### config.mk
export PLATFORM = sky130hd
export DESIGN_NAME = ir_cmd_scheduler
export DESIGN_NICKNAME = d
export VERILOG_FILES = /design/src/rtl/ir_cmd_scheduler.sv
export SDC_FILE = /design/constraint.sdc
export NUM_CORES = 1
export LEC_CHECK = 0
export BUFFER_PORTS_ARGS = -buffer_cell sky130_fd_sc_hd__buf_2
export CORE_MARGIN = 2
export CORE_UTILIZATION = 45
export CTS_CLUSTER_DIAMETER = 200
export DETAILED_ROUTE_END_ITERATION = 16
export HOLD_SLACK_MARGIN = 0.15
export PLACE_DENSITY = 0.67
export SLEW_MARGIN = 20
export SYNTH_ARGS = -nofsm -noshare
export SYNTH_HDL_FRONTEND = slang
export SYNTH_SLANG_ARGS = --single-unit
### constraint.sdc
create_clock -name clk -period 2.5 [get_ports clk]
set_clock_uncertainty 0.15 [all_clocks]
set_input_delay 0.25 -clock clk [delete_from_list [all_inputs] [get_ports clk]]
set_output_delay 0.25 -clock clk [all_outputs]
set_load 0.02 [all_outputs]
### src/rtl/ir_cmd_scheduler.sv
// NEC command scheduler: validates decoded frames, queues accepted commands in a FIFO
// and re-issues repeats as flagged copies. Repeat handling is built only when IR_REPEAT_EN is defined.
module ir_cmd_scheduler #(
    parameter int         DEPTH       = 4,
    parameter bit         ADDR_FILTER = 1'b0,
    parameter logic [7:0] ADDR_MATCH  = 8'h00
) (
    input  logic                   clk,
    input  logic                   reset,
    input  logic [31:0]            frame_data,
    input  logic                   frame_valid,
    input  logic                   rpt_valid,
    input  logic                   cmd_ready,
    output logic                   cmd_valid,
    output logic [7:0]             cmd_addr,
    output logic [7:0]             cmd_code,
    output logic                   cmd_repeat,
    output logic [$clog2(DEPTH):0] fifo_count,
    output logic [7:0]             err_count,
    output logic                   overflow
);
    localparam int AW = $clog2(DEPTH);
    localparam int CW = AW + 1;
`ifdef IR_REPEAT_EN
    localparam int EW = 17;
`else
    localparam int EW = 16;
`endif
    localparam logic [1:0] ST_IDLE  = 2'd0;
    localparam logic [1:0] ST_CHECK = 2'd1;
    localparam logic [1:0] ST_PUSH  = 2'd2;

    // Both complement bytes must match, and the address must match when filtering.
    function automatic logic frame_ok(input logic [31:0] f);
        return (f[7:0] == ~f[15:8]) && (f[23:16] == ~f[31:24]) &&
               (!ADDR_FILTER || (f[7:0] == ADDR_MATCH));
    endfunction

    logic [1:0]    state_r;
    logic [1:0]    state_nxt_s;
    logic [31:0]   cap_r;
    logic [EW-1:0] ent_r;
    logic [EW-1:0] check_ent_s;
    logic [EW-1:0] rpt_ent_s;
    logic [EW-1:0] head_s;
    logic [EW-1:0] mem_r [DEPTH];
    logic [AW-1:0] wr_ptr_r;
    logic [AW-1:0] rd_ptr_r;
    logic [CW-1:0] count_r;
    logic [7:0]    err_r;
    logic          ovf_r;
    logic          pop_s;
    logic          push_s;
    logic          check_ok_s;
    logic          reject_s;
    logic          busy_drop_s;
    logic          rpt_take_s;
    logic [1:0]    err_inc_s;
    logic [8:0]    err_sum_s;

`ifdef IR_REPEAT_EN
    logic [15:0]   last_r;
    logic          last_ok_r;

    assign rpt_take_s  = rpt_valid && last_ok_r;
    assign check_ent_s = {1'b0, cap_r[7:0], cap_r[23:16]};
    assign rpt_ent_s   = {1'b1, last_r};
    assign cmd_repeat  = head_s[16];

    // Last accepted command, replayed on repeat events
    always_ff @(posedge clk) begin
        if (reset) begin
            last_r    <= 16'h0000;
            last_ok_r <= 1'b0;
        end else if (state_r == ST_CHECK) begin
            last_ok_r <= check_ok_s;
            if (check_ok_s) begin
                last_r <= {cap_r[7:0], cap_r[23:16]};
            end
        end
    end
`else
    logic unused_rpt_s;

    assign unused_rpt_s = rpt_valid;
    assign rpt_take_s   = 1'b0;
    assign check_ent_s  = {cap_r[7:0], cap_r[23:16]};
    assign rpt_ent_s    = {EW{1'b0}};
    assign cmd_repeat   = 1'b0;
`endif

    // Handshake, error accounting and next-state decode
    always_comb begin
        pop_s       = (count_r != {CW{1'b0}}) && cmd_ready;
        push_s      = (state_r == ST_PUSH) && ((count_r != CW'(DEPTH)) || pop_s);
        check_ok_s  = frame_ok(cap_r);
        reject_s    = (state_r == ST_CHECK) && !check_ok_s;
        busy_drop_s = frame_valid && (state_r != ST_IDLE);
        err_inc_s   = {1'b0, busy_drop_s} + {1'b0, reject_s};
        err_sum_s   = {1'b0, err_r} + {7'b0000000, err_inc_s};
        state_nxt_s = ST_IDLE;
        case (state_r)
            ST_IDLE: begin
                if (frame_valid) begin
                    state_nxt_s = ST_CHECK;
                end else if (rpt_take_s) begin
                    state_nxt_s = ST_PUSH;
                end else begin
                    state_nxt_s = ST_IDLE;
                end
            end
            ST_CHECK: begin
                if (check_ok_s) begin
                    state_nxt_s = ST_PUSH;
                end else begin
                    state_nxt_s = ST_IDLE;
                end
            end
            ST_PUSH: state_nxt_s = ST_IDLE;
            default: state_nxt_s = ST_IDLE;
        endcase
    end

    // Control FSM, capture/entry staging, error counter and overflow flag
    always_ff @(posedge clk) begin
        if (reset) begin
            state_r <= ST_IDLE;
            cap_r   <= 32'h0000_0000;
            ent_r   <= {EW{1'b0}};
            err_r   <= 8'h00;
            ovf_r   <= 1'b0;
        end else begin
            state_r <= state_nxt_s;
            if ((state_r == ST_IDLE) && frame_valid) begin
                cap_r <= frame_data;
            end
            if (state_r == ST_CHECK) begin
                ent_r <= check_ent_s;
            end else if ((state_r == ST_IDLE) && !frame_valid && rpt_take_s) begin
                ent_r <= rpt_ent_s;
            end
            if ((state_r == ST_PUSH) && !push_s) begin
                ovf_r <= 1'b1;
            end
            err_r <= err_sum_s[8] ? 8'hFF : err_sum_s[7:0];
        end
    end

    // Circular command FIFO; storage is cleared so head outputs read zero after reset
    always_ff @(posedge clk) begin
        if (reset) begin
            wr_ptr_r <= {AW{1'b0}};
            rd_ptr_r <= {AW{1'b0}};
            count_r  <= {CW{1'b0}};
            for (int i = 0; i < DEPTH; i++) begin
                mem_r[i] <= {EW{1'b0}};
            end
        end else begin
            if (push_s) begin
                mem_r[wr_ptr_r] <= ent_r;
                wr_ptr_r        <= wr_ptr_r + 1'b1;
            end
            if (pop_s) begin
                rd_ptr_r <= rd_ptr_r + 1'b1;
            end
            case ({push_s, pop_s})
                2'b10:   count_r <= count_r + 1'b1;
                2'b01:   count_r <= count_r - 1'b1;
                default: count_r <= count_r;
            endcase
        end
    end

    assign head_s     = mem_r[rd_ptr_r];
    assign cmd_valid  = (count_r != {CW{1'b0}});
    assign cmd_addr   = head_s[15:8];
    assign cmd_code   = head_s[7:0];
    assign fifo_count = count_r;
    assign err_count  = err_r;
    assign overflow   = ovf_r;

endmodule

==> impl_metrics.env, run 1 <==
export IMPL_first_iter_violations=160
export IMPL_finalPower_w=0.005291
export IMPL_ir_drop_mv=0.4241
export IMPL_gp_congestion=0.7584
export IMPL_grt_antenna_before_repair=0
export IMPL_yosys_register_bits=132
export IMPL_drt_wirelength_per_cell_um=14.85
export IMPL_cts_buffer_depth=2
export IMPL_crit_path_max_fanout=5
export IMPL_synth_area_leader_cell="edfxtp_1"
export IMPL_via_per_inst=4.922
export IMPL_drcViolationCount=0
export IMPL_slew_headroom_pct=51.84
export IMPL_drv_cap=0
export IMPL_status="finished clean"
export IMPL_cts_tree="done"
export IMPL_rsz0062_at_grt="yes"
export IMPL_cts_made_buffers=17
export IMPL_die_h_um=115.3
export IMPL_root_buffer="clkbuf_16"
export IMPL_n_fill_cell=986
export IMPL_grt_pass1_vias=3867
export IMPL_cp_start_kind="flop"
export IMPL_dr_pass1_iters=4
export IMPL_synth_area_sq_mm=0.005579
export IMPL_syn_nets=540
export IMPL_yosysMostFrequentCell="nand2_1"
export IMPL_fin_crit_sh_pct=95.44
export IMPL_synth_top_cells_by_count="103 x nand2_1, 68 x dfxtp_1, 65 x and2_1"
export IMPL_ys_warn_count=0
export IMPL_initial_utilization_pct=46.26
export IMPL_track_usage_pct=18.84
export IMPL_fin_crit_ns=2.386
export IMPL_clock_sinks=132
export IMPL_clk_pin_slew_ns=0.06
export IMPL_ant_nets=0
export IMPL_synth_area_top_cells="edfxtp_1 34%, dfxtp_1 24%, and2_1 7.3%, nand2_1 6.9%, mux4_2 6.5%"
export IMPL_layoutNonFillerInstCount=780
export IMPL_htree_levels=4
export IMPL_hold_viol_final=0
export IMPL_design_final_nets=639
export IMPL_io_pins=67
export IMPL_fp_dieW_um=115.3
export IMPL_yosysUniqueCellTypes=45
export IMPL_crit_type="flop to flop"
export IMPL_grt_overflow=0
export IMPL_cp_end_kind="flop"
export IMPL_vias=3839
export IMPL_insertedDiodeCount=0
export IMPL_synth_async_reset_ratio_pct=0
export IMPL_required_ns=2.69
export IMPL_worst_pin_slew_ns=0.7224
export IMPL_core_sq_mm=0.01206
export IMPL_grt_start_max_net_pins=73
export IMPL_setup_viol=0
export IMPL_die_area_sq_mm=0.01330
export IMPL_drive_gt1_share_pct=24.02
export IMPL_synth_top_area_share_pct=34.45
export IMPL_slew_viol_final=0
export IMPL_synth_edff_count=64
export IMPL_syn_inst=500
export IMPL_dp_cells=713
export IMPL_clk_latency_ns=0.41
export IMPL_wirelength_um=11580
export IMPL_fmax_mhz=419.1
export IMPL_syn_area_per_cell_sq_um=11.16
export IMPL_p_leak_nw=2.694
export IMPL_min_path_type="input pin to flop"
export IMPL_holdWs_ns=0.2255
export IMPL_dp_hpwl_um=7102
export IMPL_synthFlopType="dfxtp_1"
export IMPL_portBuffers=64
export IMPL_worstPathArrival_ns=2.58
export IMPL_grt_pass1_wl_um=19180
export IMPL_regArea_sq_mm=0.003288
export IMPL_area_growth_pct=27.14
export IMPL_ys_seq_area_share_pct=58.85
export IMPL_multi_input_area_sq_mm=0.002160
export IMPL_power_density_mw_per_mm2=746.0
export IMPL_fp_row_count=40
==> path summary, 6_finish.rpt <==
path	start	to	slack, ns	cells past startpoint
setup / recovery	cap_r[23]	err_count[4]	0.11	10
hold / removal	frame_valid	state_r[0]	0.23	4
setup reg to reg	cap_r[23]	err_count[4]	0.11	10
hold reg to reg	cap_r[9]	cap_r[9]	0.32	2
==> cells in the final DEF, fill, tap and decap left out, types with 6 or more instances in the layout <==
cell type	instances
a21oi_1	56
and2_1	65
buf_2	64
buf_4	16
clkbuf_16	20
dfxtp_1	64
dlygate4sd3_1	33
edfxtp_1	64
inv_1	6
mux4_2	16
nand2_1	103
nor2_1	9
xnor2_1	19
==> where the power goes <==
part	total [W]	switching, W	internal, W
clock	0.00262	0.000909	0.00171
sequential	0.00238	0.0000435	0.00234
combinational	0.000293	0.000162	0.000131
==> area by class of cell <==
cell class	instances	share of cell area [%]
flip-flops and latches	132	46.36
inverters	6	0.3175
repair buffers	113	10.87
clock inverters	9	1.535
clock buffers	23	7.515
well taps	168	2.963
multi-input cells	329	30.45
==> state kept, by name (all words and copies together) (netlist names), named ones only <==
signal,flops
wr_ptr_r,2
mem_r,64
err_count,8
state_r,2
rd_ptr_r,2
ent_r,16
fifo_count,3
cap_r,32
overflow,1
==> worst max-delay path, cell delays in order, from the launching register on <==
cell and delay [ns]:
dfxtp_1 0.33, xnor2_1 0.12, nor4_1 0.33, nand4_1 0.19
nand2_1 0.12, fa_2 0.20, inv_1 0.04, ha_1 0.19
and4_4 0.21, or2_2 0.30, a21oi_2 0.13
==> layer usage <==
| layer | vias to the layer above | GRT usage [%] | part of all wire, % |
|---|---|---|---|
| met3 | 14 | 4.270 | 5.1 |
| met4 | 0 | 6.747 | 1.6 |
| li1 | 1916 | - | - |
| met5 | - | 0 | 0 |
| met2 | 114 | 31.42 | 50 |
| met1 | 1795 | 24.18 | 43 |
==> kinds of logic (layout without fill, tap and decap cells) <==
logic type / count (synthesis) / after routing / synth area share [%]
adder cells (fa/ha/maj): 3 / 3 / 0.9419
AND/OR/NAND/NOR: 212 / 212 / 19.58
buffers and inverters: 39 / 151 / 3.117
flip-flops: 132 / 132 / 58.85
AO/OA/AOI/OAI: 72 / 72 / 7.042
other: 1 / 1 / 0.06722
XOR/XNOR: 24 / 24 / 3.768
multiplexers: 17 / 17 / 6.638
==> through the flow <==
stage               setup slack [ns]  setup TNS, ns  instance area (sq um)  utilization, %
floorplan                    0.03777              0                   5582               -
global placement             0.09510              0                   6063           50.27
detailed placement           0.02484              0                   6063           50.27
CTS                          0.01150              0                   7036           58.33
global route               -0.006169      -0.006169                   7093           58.81
finish                        0.1140              0                   7093           58.81
==> what timing repair did <==
action / CTS / global route
endpoints found under the setup margin: 0 / 25
gates resized for setup: 0 / 13
hold buffers: 33 / 0
buffers inserted: 0 / 2
endpoints found under the hold margin: 34 / 0
(Power assumes the default switching activity.)
==> run 2: changes to the inputs <==
CORE_UTILIZATION = 30   (was 45)
PLACE_DENSITY = not set   (was 0.67)
==> impl_metrics.env, run 2 (synthesized netlist as in run 1, its figures left out) <==
export IMPL_area_growth_pct=27.90
export IMPL_drive_gt1_share_pct=24.80
export IMPL_final_common_cell="nand2_1"
export IMPL_dr_pass1_iters=4
export IMPL_whs_path_depth=4
export IMPL_clk_pin_slew_ns=0.06
export IMPL_reg2reg_setup_slack_ns=0.09
export IMPL_min_path_type="input pin to flop"
export IMPL_placed_cell_area_sq_mm=0.006170
export IMPL_status="finished clean"
export IMPL_required_ns=2.62
export IMPL_drcViolationCount=0
export IMPL_ant_nets=0
export IMPL_min_delay_start="frame_valid"
export IMPL_crit_path_max_fanout=2
export IMPL_grt_pass1_vias=3965
export IMPL_io_pins=67
export IMPL_design_area_sq_mm=0.007136
export IMPL_critPathLaunch="cap_r[31]"
export IMPL_mostFrequentLayoutCells="102 x nand2_1, 65 x and2_1, 64 x buf_2, 64 x edfxtp_1, 63 x dfxtp_1"
export IMPL_holdWs_ns=0.2225
export IMPL_core_sq_mm=0.01809
export IMPL_fin_crit_sh_pct=96.22
export IMPL_via_per_inst=4.494
export IMPL_die_area_sq_mm=0.01970
export IMPL_vias=3802
export IMPL_hold_viol_final=0
export IMPL_cp_end_kind="flop"
export IMPL_cts_tree="done"
export IMPL_die_h_um=140.4
export IMPL_biggestRegsByFlops="mem_r (64), cap_r (32), ent_r (16)"
export IMPL_fp_row_count=49
export IMPL_insertedDiodeCount=0
export IMPL_p_leak_nw=2.662
export IMPL_track_usage_pct=12.79
export IMPL_grt_start_max_net_pins=69
export IMPL_min_to="state_r[0]"
export IMPL_clk_latency_ns=0.41
export IMPL_first_iter_violations=198
export IMPL_grt_pass1_wl_um=19580
export IMPL_dp_hpwl_um=7653
export IMPL_slew_headroom_pct=52.97
export IMPL_crit_type="flop to flop"
export IMPL_drt_wirelength_per_cell_um=14.13
export IMPL_ir_drop_mv=0.6614
export IMPL_r2r_start="cap_r[31]"
export IMPL_initial_utilization_pct=30.85
export IMPL_cts_made_buffers=17
export IMPL_portBuffers=64
export IMPL_clock_sinks=132
export IMPL_fin_crit_ns=2.405
export IMPL_grt_overflow=0
export IMPL_grt_antenna_before_repair=0
export IMPL_worst_pin_slew_ns=0.7055
export IMPL_design_final_nets=644
export IMPL_power_density_mw_per_mm2=686.7
export IMPL_max_flop_register="mem_r"
export IMPL_slew_viol_final=0
export IMPL_setup_viol=0
export IMPL_largest_reg_flops=64
export IMPL_drv_cap=0
export IMPL_fp_dieW_um=140.4
export IMPL_fmax_mhz=415.7
export IMPL_r2r_cells=12
export IMPL_wirelength_um=11950
export IMPL_rsz0062_at_grt="yes"
export IMPL_cts_buffer_depth=2
export IMPL_htree_levels=4
export IMPL_cp_start_kind="flop"
export IMPL_reg2reg_to="err_count[4]"
export IMPL_root_buffer="clkbuf_16"
export IMPL_gp_congestion=0.7204
export IMPL_worstPathArrival_ns=2.52
==> run 2: cell count changes in the layout (fill, tap and decap cells not counted), sizes merged <==
cell,change
buf,+5
bufinv,-1
clkbuf,-4
clkinv,+7
clkinvlp,+1
inv,-3
==> run 2: where the power goes <==
part	internal [W]	switching [W]	leakage, nW
registers	0.00234	0.0000429	1.22
clock network	0.00134	0.000877	0.252
logic	0.000140	0.000163	1.19
==> run 2: worst max-delay path by stage <==
stage              endpoint  cells after the start
2_1_floorplan  err_count[0]                     10
3_3_place_gp   err_count[4]                     11
3_5_place_dp   err_count[4]                     11
4_1_cts        err_count[4]                     11
5_1_grt        err_count[4]                     12
6_report       err_count[4]                     12
==> run 2: timing repair <==
action	in CTS	in global routing
hold buffers	33	0
endpoints found under the hold margin	33	0
resized for setup	3	20
endpoints found under the setup margin	8	8
pin swaps	3	7
setup buffers	1	2
==> run 2: layout make-up <==
cell class / instances / area (sq um)
fillers: 1753 / 10950
clock buffers: 19 / 432.9
clock inverters: 13 / 92.59
repair buffers: 118 / 812.0
well taps: 229 / 286.5
multi-input cells: 329 / 2200
flip-flops and latches: 132 / 3289
inverters: 6 / 22.52
==> run 2: routing by layer <==
layer / part of all wire [%] / GRT usage, %
met1: 46 / 16.05
met2: 49 / 21.54
met3: 4.0 / 3.145
met4: 1.5 / 4.466
met5: 0 / 0
==> run 2: metrics by stage <==
| stage | TNS, ns | std cells | worst slack [ns] | power (W) | utilization, % |
|---|---|---|---|---|---|
| floorplan | 0 | 500 | 0.03777 | 0.002578 | - |
| global placement | -0.2871 | 778 | -0.07302 | 0.002670 | 34.11 |
| detailed placement | -0.6107 | 778 | -0.1042 | 0.002679 | 34.11 |
| CTS | 0 | 844 | 0.005106 | 0.004926 | 38.93 |
| global route | -0.06307 | 846 | -0.02567 | 0.005075 | 39.45 |
| finish | 0 | 846 | 0.09457 | 0.004900 | 39.45 |
==> run 2: critical path, cell delays in order, from the launching register on <==
cell and delay (ns):
dfxtp_2 0.33, xnor2_2 0.13, nor4_2 0.30, buf_4 0.15, nand4_1 0.16, nand2_2 0.13, fa_2 0.20, inv_1 0.04
ha_2 0.17, buf_4 0.15, a31oi_4 0.16, or2_4 0.14, a21oi_2 0.04
==> run 3: changes to the inputs <==
BUFFER_PORTS_ARGS = -buffer_cell sky130_fd_sc_hd__buf_4   (was -buffer_cell sky130_fd_sc_hd__buf_2)
==> impl_metrics.env, run 3 (synthesized netlist as in run 1, its figures left out) <==
export IMPL_drive_gt1_share_pct=25.28
export IMPL_track_usage_pct=12.78
export IMPL_dp_hpwl_um=7615
export IMPL_max_flop_register="mem_r"
export IMPL_layoutNonFillerInstCount=850
export IMPL_fmax_mhz=412.1
export IMPL_slew_headroom_pct=53.05
export IMPL_clk_latency_ns=0.41
export IMPL_largest_reg_flops=64
export IMPL_power_density_mw_per_mm2=705.5
export IMPL_first_iter_violations=157
export IMPL_biggestRegsByFlops="mem_r (64), cap_r (32), ent_r (16)"
export IMPL_cp_start_kind="flop"
export IMPL_slowest_stage="fa_2"
export IMPL_htree_levels=4
export IMPL_clock_sinks=132
export IMPL_fin_crit_sh_pct=97.06
export IMPL_critical_path_max_stage_delay_ns=0.40
export IMPL_final_common_cell="nand2_1"
export IMPL_dp_cells=780
export IMPL_p_comb_share_pct=6.3
export IMPL_vias=3860
export IMPL_grt_overflow=0
export IMPL_drv_cap=0
export IMPL_ant_nets=0
export IMPL_drcViolationCount=0
export IMPL_fp_row_count=49
export IMPL_fp_dieW_um=140.4
export IMPL_required_ns=2.69
export IMPL_design_final_nets=648
export IMPL_crit_top_cell="nand4_1"
export IMPL_path_cells="xnor2_1 > nor4_2 > buf_4 > nand4_1 > nand2_1 > fa_2 > inv_2 > ha_4 > and4_4 > nand4_1 > buf_6 > a21oi_2"
export IMPL_via_per_inst=4.541
export IMPL_fin_util_pct=40.87
export IMPL_grt_pass1_wl_um=19550
export IMPL_worst_pin_slew_ns=0.7042
export IMPL_placed_cell_area_sq_mm=0.006345
export IMPL_holdWs_ns=0.1892
export IMPL_dr_pass1_iters=4
export IMPL_min_path_type="input pin to flop"
export IMPL_wirelength_um=12140
export IMPL_crit_type="flop to flop"
export IMPL_p_int_w=0.004094
export IMPL_cts_made_buffers=17
export IMPL_area_growth_pct=32.50
export IMPL_ir_drop_mv=0.4773
export IMPL_status="finished clean"
export IMPL_portBuffers=64
export IMPL_cts_buffer_depth=2
export IMPL_setup_tns_final_ns=0
export IMPL_root_buffer="clkbuf_16"
export IMPL_power_frac_seq_pct=45.6
export IMPL_regArea_sq_mm=0.003289
export IMPL_p_leak_nw=2.753
export IMPL_grt_pass1_vias=3858
export IMPL_slew_viol_final=0
export IMPL_p_switching_w=0.001121
export IMPL_cts_tree="done"
export IMPL_clk_pin_slew_ns=0.06
export IMPL_cp_end_kind="flop"
export IMPL_setup_viol=0
export IMPL_die_area_sq_mm=0.01970
export IMPL_n_fill_cell=1713
export IMPL_crit_path_max_fanout=6
export IMPL_grt_start_max_net_pins=67
export IMPL_clockPowerShare_pct=48.1
export IMPL_drt_wirelength_per_cell_um=14.28
export IMPL_initial_utilization_pct=30.85
export IMPL_design_area_sq_mm=0.007392
export IMPL_insertedDiodeCount=0
export IMPL_core_sq_mm=0.01809
export IMPL_die_h_um=140.4
export IMPL_fin_crit_ns=2.426
export IMPL_swShare_pct=21.50
export IMPL_grt_antenna_before_repair=0
export IMPL_gp_congestion=0.7293
export IMPL_worstPathArrival_ns=2.62
export IMPL_io_pins=67
export IMPL_hold_viol_final=0
export IMPL_rsz0062_at_grt="yes"
export IMPL_mostFrequentLayoutCells="103 x nand2_1, 87 x buf_4, 65 x and2_1"
export IMPL_multi_input_area_sq_mm=0.002182
## run 3: power groups by stage
stage                     clock network, W  registers (W)  logic, W
after global routing               0.00264        0.00239  0.000366
after detailed placement                 0        0.00242  0.000281
final                              0.00251        0.00238  0.000329
after global placement                   0        0.00242  0.000278
after CTS                          0.00255        0.00238  0.000326
after floorplan                          0        0.00242  0.000163
## run 3: through the flow
stage | total power (W) | setup slack (ns)
2_1_floorplan | 0.002578 | 0.03777
3_3_place_gp | 0.002697 | -0.08153
3_5_place_dp | 0.002705 | -0.09848
4_1_cts | 0.005252 | -0.009221
5_1_grt | 0.005394 | -0.05526
6_report | 0.005215 | 0.07355
## run 3: timing repair
action / in CTS / in global routing
buffers inserted: 0 / 4
pin swaps: 6 / 7
resized for setup: 4 / 16
setup endpoints to repair: 8 / 9
endpoints found under the hold margin: 37 / 0
hold buffers: 34 / 0
## run 3: layer usage
layer  track usage (%)  up-vias  part of all wire [%]
met5                 0        -                     0
met4             4.944        0                   1.7
met3             3.350       18                   5.0
met2             20.54       85                    48
met1             16.56     1824                    45
li1                  -     1933                     -
## run 3: worst max-delay path: cells and delay by family (launching register included)
kind	cells	cell delay, ns
compound gates	1	0.12
simple gates	5	0.66
xor+xnor	1	0.21
buf+inv	3	0.36
fa+ha+maj	2	0.52
flops	1	0.32
## run 3: cell type report
class / count / share of cell area, %
multi-input cells: 329 / 29.52
clock inverters: 10 / 1.625
well taps: 229 / 3.876
repair buffers: 122 / 13.59
clock buffers: 22 / 6.584
flip-flops and latches: 132 / 44.50
inverters: 6 / 0.3047
## run 3: final timing paths
kind | start | endpoint | slack (ns) | cells past startpoint
setup reg to reg | cap_r[30] | err_count[3] | 0.07 | 12
setup / recovery | cap_r[30] | err_count[3] | 0.07 | 12
hold reg to reg | cap_r[26] | cap_r[26] | 0.32 | 2
hold / removal | frame_valid | state_r[0] | 0.19 | 4
